$ cat config.mk
export PLATFORM = sky130hd
export DESIGN_NAME = mul2bit_mac
export DESIGN_NICKNAME = d
export VERILOG_FILES = /design/src/rtl/mul2bit_mac.sv
export SDC_FILE = /design/constraint.sdc
export NUM_CORES = 1
export LEC_CHECK = 0
export ABC_AREA = 1
export BUFFER_PORTS_ARGS = -buffer_cell sky130_fd_sc_hd__buf_2
export CAP_MARGIN = 20
export CORE_MARGIN = 5
export CORE_UTILIZATION = 46
export CTS_CLUSTER_SIZE = 40
export DETAILED_ROUTE_END_ITERATION = 10
export GPL_ROUTABILITY_DRIVEN = 1
export PLACE_DENSITY = 0.73
export SYNTH_ARGS = -nofsm -noshare
export SYNTH_HDL_FRONTEND = slang
export SYNTH_SLANG_ARGS = --single-unit
export TNS_END_PERCENT = 100
$ cat constraint.sdc
create_clock -name clk -period 1.8 [get_ports clk]
set_input_delay 0.27 -clock clk [delete_from_list [all_inputs] [get_ports clk]]
set_output_delay 0.27 -clock clk [all_outputs]
set_load 0.02 [all_outputs]
$ cat src/rtl/mul2bit_mac.sv
// Multiply-accumulate stage for the 2x2 multiplier product stream: sums N_TERMS
// accepted products into a saturating accumulator behind valid/ready handshakes.
module mul2bit_mac #(
    parameter int ACC_W   = 8,
    parameter int N_TERMS = 4
) (
    input  logic             clk,
    input  logic             rst,
    input  logic             start,
    input  logic [3:0]       prod_in,
    input  logic             in_valid,
    output logic             in_ready,
    output logic [ACC_W-1:0] acc_out,
    output logic             out_valid,
    input  logic             out_ready,
    output logic             busy,
    output logic             overflow
);

    localparam int CNT_W = $clog2(N_TERMS + 1);
    localparam logic [CNT_W-1:0] LAST_CNT = CNT_W'(N_TERMS - 1);

    typedef enum logic [1:0] {
        IDLE = 2'd0,
        ACC  = 2'd1,
        DONE = 2'd2
    } state_t;

    state_t           state_r;
    logic [CNT_W-1:0] cnt_r;
    logic [ACC_W:0]   sat_sum_s;
    logic             transfer_s;

    // Top bit of the result flags saturation; the low ACC_W bits are the clamped sum.
    function automatic logic [ACC_W:0] sat_add(input logic [ACC_W-1:0] acc,
                                               input logic [3:0] prod);
        logic [ACC_W:0] sum;
        sum = {1'b0, acc} + {{(ACC_W - 3){1'b0}}, prod};
        if (sum[ACC_W]) begin
            sat_add = {1'b1, {ACC_W{1'b1}}};
        end else begin
            sat_add = sum;
        end
    endfunction

    // Next accumulator value and handshake qualifier.
    always_comb begin
        sat_sum_s  = sat_add(acc_out, prod_in);
        transfer_s = in_valid & in_ready;
    end

    // Control FSM with registered handshake/status outputs and the accumulator.
    always_ff @(posedge clk or posedge rst) begin
        if (rst) begin
            state_r   <= IDLE;
            cnt_r     <= '0;
            acc_out   <= '0;
            overflow  <= 1'b0;
            in_ready  <= 1'b0;
            out_valid <= 1'b0;
            busy      <= 1'b0;
        end else begin
            case (state_r)
                IDLE: begin
                    if (start) begin
                        state_r  <= ACC;
                        cnt_r    <= '0;
                        acc_out  <= '0;
                        overflow <= 1'b0;
                        in_ready <= 1'b1;
                        busy     <= 1'b1;
                    end
                end
                ACC: begin
                    if (transfer_s) begin
                        acc_out  <= sat_sum_s[ACC_W-1:0];
                        overflow <= overflow | sat_sum_s[ACC_W];
                        cnt_r    <= cnt_r + CNT_W'(1);
                        if (cnt_r == LAST_CNT) begin
                            state_r   <= DONE;
                            in_ready  <= 1'b0;
                            out_valid <= 1'b1;
                        end
                    end
                end
                DONE: begin
                    if (out_ready) begin
                        state_r   <= IDLE;
                        out_valid <= 1'b0;
                        busy      <= 1'b0;
                    end
                end
                default: begin
                    state_r   <= IDLE;
                    in_ready  <= 1'b0;
                    out_valid <= 1'b0;
                    busy      <= 1'b0;
                end
            endcase
        end
    end

endmodule

==> results.sh <==
export IMPL_synthMuxAreaShare_pct=0
export IMPL_yosys_area_share_simple_pct=35.48
export IMPL_netlist_area_leader_share_pct=40.48
export IMPL_pwr_share_seq_pct=36.3
export IMPL_drv_cap=0
export IMPL_synthAdderAreaFrac_pct=9.048
export IMPL_synth_area_leaders="dfrtp_1, nand2_1, nand3_1"
export IMPL_wl_per_cell_um=10.99
export IMPL_holdCritPathClass="in -> async"
export IMPL_clockRootBuffer="clkbuf_4"
export IMPL_numClockSinks=17
export IMPL_hold_violations=0
export IMPL_placed_cell_area_mm2=0.001175
export IMPL_p_int_mw=0.9091
export IMPL_pre_cts_slack_ns=0.1054
export IMPL_track_usage_pct=12.84
export IMPL_synth_edf_count=0
export IMPL_tns_ns=0
export IMPL_synthCells=134
export IMPL_n_fill_cell=206
export IMPL_fmax_mhz=608.1
export IMPL_status="completed"
export IMPL_multiInputGateArea_um2=549.3
export IMPL_antenna_found_initial=0
export IMPL_synth_compound_area_share_pct=6.667
export IMPL_grt_pass1_vias=832
export IMPL_grt_start_max_net_pins=18
export IMPL_regArea_um2=425.4
export IMPL_ios=21
export IMPL_clk_pin_slew_worst_paths_ns=0.10
export IMPL_worst_hold_slack_ns=0.05164
export IMPL_drt_wl_total_um=2033
export IMPL_drc_errors=0
export IMPL_critPathKind="reg -> reg"
export IMPL_vias=920
export IMPL_area_growth_pct=14.64
export IMPL_ys_ff_latch=17
export IMPL_finalCriticalPeriod_ns=1.644
export IMPL_fin_ws_ns=0.1557
export IMPL_gp_congestion=0.7987
export IMPL_period_share_pct=91.35
export IMPL_drt_first_pass_iters=4
export IMPL_leakagePower_nw=0.7013
export IMPL_core_area_mm2=0.002191
export IMPL_holdBufCountCts=0
export IMPL_dp_hpwl_um=1622
export IMPL_ys_seq_area_share_pct=40.48
export IMPL_fin_area_mm2=0.001205
export IMPL_clockBufferDepth=2
export IMPL_clock_latency_ns=0.28
export IMPL_cts_max_level=1
export IMPL_peakVddDrop_mv=0.9779
export IMPL_rows=17
export IMPL_combPwrFrac_pct=52.1
export IMPL_cts_tree="yes"
export IMPL_max_slew_margin_pct=57.32
export IMPL_die_w_um=57.80
export IMPL_cts_buffers=3
export IMPL_p_clk_share_pct=11.6
export IMPL_startpoint_type="flop"
export IMPL_drt_iter0_drc=32
export IMPL_worstMarginPinSlew_ns=0.6395
export IMPL_synth_avg_cell_area_um2=7.843
export IMPL_via_per_inst=4.973
export IMPL_synth_top_family_by_area="simple AND/OR/NAND/NOR gates"
export IMPL_nets=174
export IMPL_setup_viol=0
export IMPL_rsz0062_at_grt="no"
export IMPL_synth_area_mm2=0.001051
export IMPL_start_util_pct=47.97
export IMPL_crit_arrival_ns=1.83
export IMPL_die_y_um=57.80
export IMPL_overflow=0
export IMPL_synthFlopType="dfrtp_1"
export IMPL_power_switching_share_pct=47.40
export IMPL_fin_worst_skew_ns=0.002123
export IMPL_io_buffer_count=20
export IMPL_antenna_cells=0
export IMPL_synth_top_area_cell="dfrtp_1"
export IMPL_slew_viol_final=0
export IMPL_crit_fanout=8
export IMPL_switchingPower_mw=0.8194
export IMPL_ys_types=25
export IMPL_critPathCaptureType="flop"
export IMPL_cp_required_ns=1.98
export IMPL_grt_pass1_wl_um=3415
export IMPL_die_area_mm2=0.003341
export IMPL_power_density_mw_per_mm2=1435
export IMPL_final_antenna_net_count=0
export IMPL_synthArstFlopShare_pct=100.0
export IMPL_synth_xor_area_share_pct=0.8333
export IMPL_syn_nets=150
export IMPL_drive_above_1_share_pct=22.29
export IMPL_synth_warnings=0
-- path summary, 6_finish.rpt --
check,cells after the start,to,start,slack (ns)
max in group asynchronous,2,acc_out[7],rst,1.34
min in group clk,4,state_r[1],out_ready,0.24
worst max-delay path,8,acc_out[7],acc_out[0],0.16
worst max register to register,8,acc_out[7],acc_out[0],0.16
worst min-delay path,2,in_ready,rst,0.05
worst min register to register,2,out_valid,out_valid,0.48
-- through the flow --
| stage | utilization (%) | instances | power [mW] |
|---|---|---|---|
| after global placement | 53.63 | 181 | 1.521 |
| after detailed placement | 53.63 | 181 | 1.537 |
| after floorplan | - | 134 | 1.319 |
| final | 55.00 | 185 | 1.729 |
| after global routing | 55.00 | 185 | 1.885 |
| after CTS | 54.88 | 185 | 1.741 |
-- power by group through the flow --
stage	clock (mW)	sequential [mW]	combinational [mW]
after floorplan	0	0.730	0.589
after global placement	0	0.631	0.890
after detailed placement	0	0.634	0.903
after CTS	0.205	0.628	0.908
after global routing	0.223	0.646	1.02
final	0.201	0.627	0.901
-- routing by layer --
layer,global-route usage (%),part of all wire [%]
met1,17.68,47
met2,20.00,44
met3,2.895,7.9
met4,3.974,1.3
met5,0,0
-- what timing repair did --
action,CTS,global route
setup endpoints to repair,0,2
gates resized for setup,0,1
setup buffers,0,0
-- worst max-delay path, stage by stage (launching register included) --
cell     delay, ns
dfrtp_1       0.40
ha_1          0.21
fa_1          0.40
nand3_1       0.11
nand2_2       0.11
nand3_4       0.15
nand2_1       0.07
inv_1         0.05
nand2_1       0.04
-- cells by family (layout without fill, tap and decap cells) --
family	Yosys count	after routing
flip-flops	17	17
buffers and inverters	19	42
XOR/XNOR	1	1
adder cells (fa/ha/maj)	7	7
AND/OR/NAND/NOR	79	79
AO/OA/AOI/OAI	11	11
-- layout make-up --
class                           instances  area share [%]
Sequential cell                        17           35.31
Clock buffer                            3           1.869
Tap cell                               28           2.908
Timing Repair Buffer                   20           8.307
Inverter                               18           5.607
Clock inverter                          1          0.4154
Multi-Input combinational cell         98           45.59
-- placed cells by master (no fill, tap or decap), drive strengths merged --
cell / n
nand2: 48
buf: 20
inv: 18
nand3: 18
dfrtp: 17
nor2: 10
ha: 6
o21ai: 5
clkbuf: 3
a21oi: 2
nor3: 2
o211ai: 2
xnor2: 1
or2: 1
a21o: 1
o31ai: 1
fa: 1
clkinv: 1
-- registers in the layout, indices dropped and copies added (netlist names) --
name and count:
acc_out 8, busy 1, cnt_r 3, in_ready 1
out_valid 1, overflow 1, state_r 2
-- cell usage after synthesis (2+ instances only) --
cell / n
nor2_1: 7
nand2_1: 46
o21ai_1: 3
ha_1: 6
a21oi_1: 2
nand3_1: 17
o21ai_0: 2
nand2_2: 2
dfrtp_1: 17
inv_1: 17
No activity file was read; power rests on OpenSTA's default activity.
